[src/rtl/gcd_pkg.sv]
// Shared types and defaults for the gcd_top request master.
// Widths here set the default operand/result width of the block.
package gcd_pkg;

    localparam int GCD_W       = 16;
    localparam int GCD_TIMEOUT = 1024;

    typedef enum logic [2:0] {
        IDLE,
        A_HI,
        A_LO,
        B_HI,
        B_LO,
        OUT,
        ERR
    } gcd_state_e;

    typedef struct packed {
        logic [GCD_W-1:0] a;
        logic [GCD_W-1:0] b;
        logic [GCD_W-1:0] c;
    } gcd_result_t;

endpackage

[src/rtl/gcd_watchdog.sv]
// Cycle counter that flags a stalled handshake partner.
// Expiry is raised on the cycle the count would reach TIMEOUT.
module gcd_watchdog #(
    parameter int TIMEOUT = 1024
) (
    input  logic clk,
    input  logic reset,
    input  logic clr,
    input  logic en,
    output logic expired
);

    localparam int CW = (TIMEOUT < 2) ? 1 : $clog2(TIMEOUT + 1);
    localparam int LAST_I = (TIMEOUT == 0) ? 0 : TIMEOUT - 1;
    localparam logic [CW-1:0] LAST = CW'(LAST_I);
    localparam logic ARMED = (TIMEOUT != 0);

    logic [CW-1:0] cnt;

    always_ff @(posedge clk) begin
        if (reset || clr) begin
            cnt <= '0;
        end else if (en) begin
            cnt <= cnt + CW'(1);
        end
    end

    assign expired = ARMED && en && (cnt == LAST);

endmodule

[src/rtl/gcd_req_master.sv]
// Valid/ready front end that runs the two-phase req/ack sequence
// (A then B) against gcd_top and returns C with its operands.
module gcd_req_master
    import gcd_pkg::*;
#(
    parameter int W       = GCD_W,
    parameter int TIMEOUT = GCD_TIMEOUT
) (
    input  logic         clk,
    input  logic         reset,
    input  logic         in_valid,
    output logic         in_ready,
    input  logic [W-1:0] in_a,
    input  logic [W-1:0] in_b,
    output logic         req,
    output logic [W-1:0] AB,
    input  logic         ack,
    input  logic [W-1:0] C,
    output logic         out_valid,
    input  logic         out_ready,
    output logic [W-1:0] out_c,
    output logic [W-1:0] out_a,
    output logic [W-1:0] out_b,
    output logic         err
);

    if (W != GCD_W) begin : g_w_chk
        $error("gcd_req_master: W must equal GCD_W");
    end

    gcd_state_e  state;
    gcd_state_e  nxt;
    gcd_result_t res_q;
    logic [W-1:0] ab_q;

    logic accept;
    logic load_b;
    logic cap_c;
    logic wd_en;
    logic wd_clr;
    logic expired;

    always_comb begin
        nxt    = state;
        accept = 1'b0;
        load_b = 1'b0;
        cap_c  = 1'b0;
        unique case (state)
            IDLE: begin
                if (in_valid) begin
                    nxt    = A_HI;
                    accept = 1'b1;
                end
            end
            A_HI: begin
                if (expired)  nxt = ERR;
                else if (ack) nxt = A_LO;
            end
            A_LO: begin
                if (expired) begin
                    nxt = ERR;
                end else if (!ack) begin
                    nxt    = B_HI;
                    load_b = 1'b1;
                end
            end
            B_HI: begin
                if (expired) begin
                    nxt = ERR;
                end else if (ack) begin
                    nxt   = B_LO;
                    cap_c = 1'b1;
                end
            end
            B_LO: begin
                if (expired)   nxt = ERR;
                else if (!ack) nxt = OUT;
            end
            OUT: begin
                if (out_ready) nxt = IDLE;
            end
            ERR: begin
                nxt = ERR;
            end
            default: begin
                nxt = IDLE;
            end
        endcase
    end

    // AB is loaded on the same edge req rises, so it is stable while req=1
    always_ff @(posedge clk) begin
        if (reset) begin
            state <= IDLE;
            ab_q  <= '0;
            res_q <= '0;
        end else begin
            state <= nxt;
            if (accept) begin
                ab_q    <= in_a;
                res_q.a <= in_a;
                res_q.b <= in_b;
            end
            if (load_b) ab_q    <= res_q.b;
            if (cap_c)  res_q.c <= C;
        end
    end

    assign wd_en  = (state == A_HI) || (state == A_LO) ||
                    (state == B_HI) || (state == B_LO);
    assign wd_clr = (nxt != state);

    gcd_watchdog #(
        .TIMEOUT(TIMEOUT)
    ) u_wd (
        .clk    (clk),
        .reset  (reset),
        .clr    (wd_clr),
        .en     (wd_en),
        .expired(expired)
    );

    assign in_ready  = (state == IDLE);
    assign req       = (state == A_HI) || (state == B_HI);
    assign out_valid = (state == OUT);
    assign err       = (state == ERR);
    assign AB        = ab_q;
    assign out_a     = res_q.a;
    assign out_b     = res_q.b;
    assign out_c     = res_q.c;

endmodule

[config.mk]
export PLATFORM = sky130hd
export DESIGN_NAME = gcd_req_master
export DESIGN_NICKNAME = d
export VERILOG_FILES = /design/src/rtl/gcd_pkg.sv /design/src/rtl/gcd_watchdog.sv /design/src/rtl/gcd_req_master.sv
export SDC_FILE = /design/constraint.sdc
export NUM_CORES = 1
export LEC_CHECK = 0
export ABC_AREA = 1
export ABC_CLOCK_PERIOD_IN_PS = 3600
export BUFFER_PORTS_ARGS = -buffer_cell sky130_fd_sc_hd__buf_2
export CORE_ASPECT_RATIO = 1.75
export CORE_MARGIN = 1.5
export CORE_UTILIZATION = 45
export DETAILED_ROUTE_END_ITERATION = 12
export PLACE_DENSITY = 0.74
export SLEW_MARGIN = 20
export SYNTH_ARGS = -nofsm -noshare
export SYNTH_HDL_FRONTEND = slang
export SYNTH_SLANG_ARGS = --single-unit
[constraint.sdc]
create_clock -name clk -period 3.6 [get_ports clk]
set_input_delay 0.72 -clock clk [delete_from_list [all_inputs] [get_ports clk]]
set_output_delay 0.72 -clock clk [all_outputs]
set_load 0.01 [all_outputs]
==> results of run 1 <==
## per-stage QoR
stage               instance area, um^2  power (W)  setup slack, ns
floorplan                          3170    0.00116             1.95
global placement                   3780    0.00126             1.41
detailed placement                 3780    0.00127             1.35
CTS                                4080    0.00217             1.29
global route                       4080    0.00225            0.995
finish                             4080    0.00215             1.28
## state kept, by name, summed over array words and instances (netlist names)
name and cells:
AB 16, out_a 16, out_b 16, out_c 16
state 3, u_wd.cnt 11
## synth_stat cells
| cell | instances | area share |
|---|---|---|
| dfxtp_1 | 78 | 0.49 |
| nand4_2 | 1 | 0.0040 |
| a21oi_1 | 50 | 0.079 |
| o21ai_1 | 2 | 0.0032 |
| nand3_1 | 11 | 0.017 |
| nand2_1 | 104 | 0.12 |
| nor2_4 | 1 | 0.0036 |
| buf_1 | 1 | 0.0012 |
| nor3_1 | 1 | 0.0016 |
| nand3_4 | 1 | 0.0055 |
| ha_1 | 1 | 0.0040 |
| nor2_1 | 29 | 0.034 |
| buf_4 | 3 | 0.0071 |
| a311oi_1 | 16 | 0.044 |
| inv_4 | 1 | 0.0020 |
| xnor2_1 | 4 | 0.011 |
| clkbuf_2 | 1 | 0.0016 |
| nand4_1 | 4 | 0.0079 |
| nor2_8 | 1 | 0.0063 |
| a32oi_1 | 1 | 0.0028 |
| nand2_2 | 3 | 0.0059 |
| nand2_4 | 1 | 0.0036 |
| nand3_2 | 1 | 0.0032 |
| clkbuf_1 | 10 | 0.012 |
| o21ai_0 | 18 | 0.028 |
| inv_1 | 29 | 0.034 |
| buf_2 | 7 | 0.011 |
| xor2_1 | 5 | 0.014 |
| inv_2 | 5 | 0.0059 |
| nor2_2 | 11 | 0.022 |
| mux2i_1 | 1 | 0.0032 |
| buf_6 | 1 | 0.0036 |
## routing by layer
metal | wire (um) | part of all wire | global-route usage
met1 | 2880 | 0.38 | 0.214
met2 | 4020 | 0.54 | 0.379
met3 | 441 | 0.059 | 0.0572
met4 | 158 | 0.021 | 0.0884
met5 | 0 | 0 | 0
## where the power goes
group          switching, W  internal [W]  leakage (nW)  total (W)
logic              0.000183      0.000112          1.14   0.000295
registers         0.0000329      0.000918         0.636   0.000951
clock network      0.000335      0.000574         0.146   0.000909
total              0.000551       0.00160          1.92    0.00215
## area by class of cell
class	instances	area, um^2	area share
multi-input cells	267	1360	0.332
repair buffers	123	623	0.153
flip-flops and latches	78	1560	0.383
clock inverters	3	42.5	0.0104
inverters	35	134	0.0328
clock buffers	13	260	0.0638
well taps	84	105	0.0258
## cells by family after synthesis
group,Yosys count,share of synthesized area
simple gates,169,0.238
xor+xnor,9,0.0249
fa+ha+maj,1,0.00395
compound gates,87,0.158
mux,1,0.00316
flops,78,0.493
buf+inv,58,0.0787
## worst paths after layout
check	from	end	slack [ns]	cells past startpoint
worst max-delay path	state[2]	out_c[12]	1.28	7
worst min-delay path	out_c[4]	out_c[4]	0.44	2
worst max register to register	state[2]	out_c[12]	1.28	7
worst min register to register	out_c[4]	out_c[4]	0.44	2
## worst max-delay path, stage by stage, from the launching register on
cell	delay [ns]
dfxtp_1	0.52
inv_1	0.14
nand2_2	0.11
nand2_4	0.09
nand3_4	0.13
nand3_1	0.64
o21ai_0	0.45
a21oi_1	0.09
==> results.txt, run 1 <==
Core footprint - 6860 um^2
CTS buffer count - 9
Final hold vios - 0
Clock root buffer - clkbuf_16
Drt wl/cell - 12.4 um
Die Ht - 114 um
Seq/Total Area, Yosys - 0.493
Via count - 2975
Arr. time, crit path - 2.49 ns
Die X - 66.4 um
TNS Setup - 0 ns
Tot GR Track Use - 0.207
Critical Path RT - 3.77 ns
Most frequent cells in the layout - buf_2, nand2_1, dfxtp_1
Post-synthesis cell area - 3170 um^2
Initial Util - 0.462
# setup viols final - 0
YS warnings - 0
Number of global-route vias before repair - 2929
Antenna Violating Nets Remaining - 0
Startpoint Class - register
Fin crit share - 0.644
Hold Crit Class - register to register
Power per cell area - 528 nW/um^2
Worst-path fanout max - 32
DRT Pass-1 Iters - 4
Lkg Pwr - 1.92 nW
First-pass GRT wire length - 12.3 mm
Largest net degree at the start of global routing - 51
Inst Count DP - 587
Fmax - 431 MHz
CTS tree - built
Clk slew on worst S/H paths - 0.06 ns
Final std cells w/o fill - 603
Vias per Instance - 4.93
Area Growth Syn to Fin - 28.9%
Layout cells sized above 1 - 0.314
IO Pins - 121
Cts repair resizes - 0
CP Class - register to register
H-Tree Depth - 3
RePlAce Congestion - 0.826
Clk_lat worst skew - 0.33 ns
Die footprint - 7570 um^2
Critical Path Sink Type - register
Row cnt - 40
Slew @ Worst Pin - 0.927 ns
Post-CTS setup buffers - 0
Hold WS - 0.441 ns
Clock skew - 0.00738 ns
Post-route minimum period - 2.32 ns
Cells after Synth - 403
CTS max path bufs - 2
Clock Sinks - 78
Worst vdd ir - 0.293 mV
# hold bufs at CTS - 0
Fin. max-slew vios - 0
Port Buffers - 120
Layout Utilization - 0.595
FF+latch count, synth - 78
Nets - 568
Post-synth cell types - 32
Dpl hpwl - 5.39 mm
Antenna cells - 0
Total grt overflow - 0
1st-iter DRT viols - 121
Final-layout fill cell count - 634
Mapped Avg Cell Area - 7.85 um^2
Outcome - completed
Initial antenna violation count - 0
Most common cell after layout, fill and taps aside - buf_2
WL final - 7.50 mm
RSZ-0062 raised after global routing - no
Net Count, Synth - 457
Maxcap violations - 0
DRC Markers - 0
Worst rel slew slack - 0.380
No activity file was read; power rests on OpenSTA's default activity.
==> run 2, diff against run 1 <==
--- a/config.mk
+++ b/config.mk
@@ -6,13 +6,13 @@
 export NUM_CORES = 1
 export LEC_CHECK = 0
 export ABC_AREA = 1
-export ABC_CLOCK_PERIOD_IN_PS = 3600
+export ABC_CLOCK_PERIOD_IN_PS = 2000
 export BUFFER_PORTS_ARGS = -buffer_cell sky130_fd_sc_hd__buf_2
 export CORE_ASPECT_RATIO = 1.75
 export CORE_MARGIN = 1.5
-export CORE_UTILIZATION = 45
+export CORE_UTILIZATION = 44
 export DETAILED_ROUTE_END_ITERATION = 12
-export PLACE_DENSITY = 0.74
+export PLACE_DENSITY = 0.76
 export SLEW_MARGIN = 20
 export SYNTH_ARGS = -nofsm -noshare
 export SYNTH_HDL_FRONTEND = slang
==> constraint.sdc (replaced) <==
create_clock -name clk -period 2 [get_ports clk]
set_input_delay 0.4 -clock clk [delete_from_list [all_inputs] [get_ports clk]]
set_output_delay 0.4 -clock clk [all_outputs]
set_load 0.01 [all_outputs]
==> results.txt, run 2 (synthesized netlist as in run 1, its figures left out) <==
Antenna cells - 0 (unchanged)
Antenna Violating Nets Remaining - 0 (unchanged)
Total grt overflow - 0 (unchanged)
Arr. time, crit path - 2.03 ns (-0.46 ns)
Area Growth Syn to Fin - 32.1%
RePlAce Congestion - 0.908 (+9.9%)
Worst Min Path Start - in_b[9]
DRT Pass-1 Iters - 4 (unchanged)
Nets - 573 (+0.88%)
Port Buffers - 120 (unchanged)
Post-CTS setup buffers - 0 (unchanged)
Fin. max-slew vios - 0 (unchanged)
Clock root buffer - clkbuf_16
WL final - 8.00 mm (+6.7%)
Row cnt - 40 (unchanged)
First-pass GRT wire length - 12.7 mm (+3.2%)
Startpoint Class - register
Switching Fraction - 0.260 (+0.00449)
Final hold vios - 0 (unchanged)
Lkg Pwr - 1.96 nW (+2.2%)
Critical Path RT - 2.21 ns (-1.56 ns)
Dpl hpwl - 5.40 mm (about the same)
Number of global-route vias before repair - 2924 (-0.17%)
Clk slew on worst S/H paths - 0.06 ns (about the same)
Fmax - 549 MHz (+27%)
RR Startpoint - u_wd.cnt[0]
Final-layout fill cell count - 627 (-1.1%)
CTS tree - built
Worst setup path startpoint - u_wd.cnt[0]
Layout cells sized above 1 - 0.330 (+0.0161)
Clock skew - 0.00731 ns (-0.0000756 ns)
TNS Setup - 0 ns (unchanged)
Slew @ Worst Pin - 0.460 ns (-0.467 ns)
Vias per Instance - 5.08 (+3.0%)
Maxcap violations - 0 (unchanged)
Initial antenna violation count - 0 (unchanged)
R2R Setup Slk - 0.18 ns (-1.10 ns)
DRC Markers - 0 (unchanged)
H-Tree Depth - 3 (unchanged)
Drt wl/cell - 13.2 um (+5.8%)
Clk_lat worst skew - 0.33 ns (about the same)
CTS buffer count - 9 (unchanged)
1st-iter DRT viols - 140 (+16%)
IO Pins - 121 (unchanged)
CP Class - register to register
Clock Sinks - 78 (unchanged)
Initial Util - 0.458 (-0.00335)
Combinational share of power - 0.140 (+0.003)
Fin crit share - 0.911 (+0.267)
RSZ-0062 raised after global routing - no
Seq pwr share - 0.422 (-0.019)
Most frequent cells in the layout - buf_2, nand2_1, dfxtp_1
# hold bufs at CTS - 0 (unchanged)
Psw - 0.00106 W (+92%)
Tot GR Track Use - 0.213 (+0.00588)
P_int - 0.00300 W (+87%)
# setup viols final - 0 (unchanged)
Clock Power Share - 0.437 (+0.015)
Most common cell after layout, fill and taps aside - buf_2
Via count - 3091 (+3.9%)
Die Ht - 115 um (+1.1%)
CTS max path bufs - 2 (unchanged)
Worst-path fanout max - 7 (-78%)
Hold WS - 0.310 ns (-0.131 ns)
Worst vdd ir - 0.681 mV (+130%)
Die footprint - 7730 um^2 (+2.2%)
Outcome - completed
Critical Path Sink Type - register
Post-route minimum period - 1.82 ns (-0.497 ns)
Hold Crit Class - input port to register
Worst rel slew slack - 0.693 (+0.312)
Die X - 67.1 um (+1.1%)
Core footprint - 6910 um^2 (+0.73%)
Power per cell area - 970 nW/um^2 (+84%)
Largest net degree at the start of global routing - 49 (-3.9%)
## run 2: worst paths after layout
| check | cells past startpoint | to |
|---|---|---|
| setup reg to reg | 12 | u_wd.cnt[10] |
| setup / recovery | 12 | u_wd.cnt[10] |
| hold reg to reg | 2 | out_c[1] |
| hold / removal | 3 | out_b[9] |
## run 2: cell type report
| type | count | area (um^2) | share of cell area |
|---|---|---|---|
| multi-input combinational | 268 | 1380 | 0.330 |
| inverter | 35 | 134 | 0.0320 |
| timing repair buffer | 127 | 666 | 0.159 |
| tap | 84 | 105 | 0.0251 |
| clock inverter | 6 | 92.6 | 0.0221 |
| clock buffer | 10 | 239 | 0.0572 |
| sequential | 78 | 1560 | 0.374 |
## run 2: power by group through the flow
stage | clock [W] | combinational, W | sequential [W]
5_1_grt | 0.00186 | 0.000633 | 0.00172
2_1_floorplan | 0 | 0.000305 | 0.00178
3_3_place_gp | 0 | 0.000538 | 0.00174
3_5_place_dp | 0 | 0.000549 | 0.00174
6_report | 0.00177 | 0.000570 | 0.00171
4_1_cts | 0.00180 | 0.000554 | 0.00171
## run 2: layer usage
layer	share of wire	GRT usage	vias up
met4	0.022	0.0993	0
met5	0	0	-
met3	0.070	0.0714	17
li1	-	-	1552
met2	0.52	0.364	120
met1	0.39	0.232	1402
## run 2: through the flow
step,cells,setup slack [ns],instance area (um^2),power [W],util
after floorplan,403,0.351,3170,0.00208,-
after global placement,591,0.201,3820,0.00228,0.553
after detailed placement,591,0.0852,3820,0.00229,0.553
after CTS,607,0.0639,4150,0.00406,0.601
after global routing,608,0.00544,4180,0.00422,0.605
final,608,0.178,4180,0.00406,0.605
## run 2: critical path: stages, from the launching register on
cell	delay, ns
dfxtp_1	0.39
ha_2	0.23
nand3_1	0.09
nor2_2	0.14
nand3_4	0.11
o21ai_1	0.11
nand2_1	0.06
nand2_1	0.08
nor2_1	0.07
nand2_1	0.06
nand2_1	0.14
nand2_4	0.16
nor2_1	0.06
## run 2: repair_timing
item | CTS | global route
endpoints found under the setup margin | 0 | 11
endpoints found under the hold margin | 0 | 0
resized for setup | 0 | 6
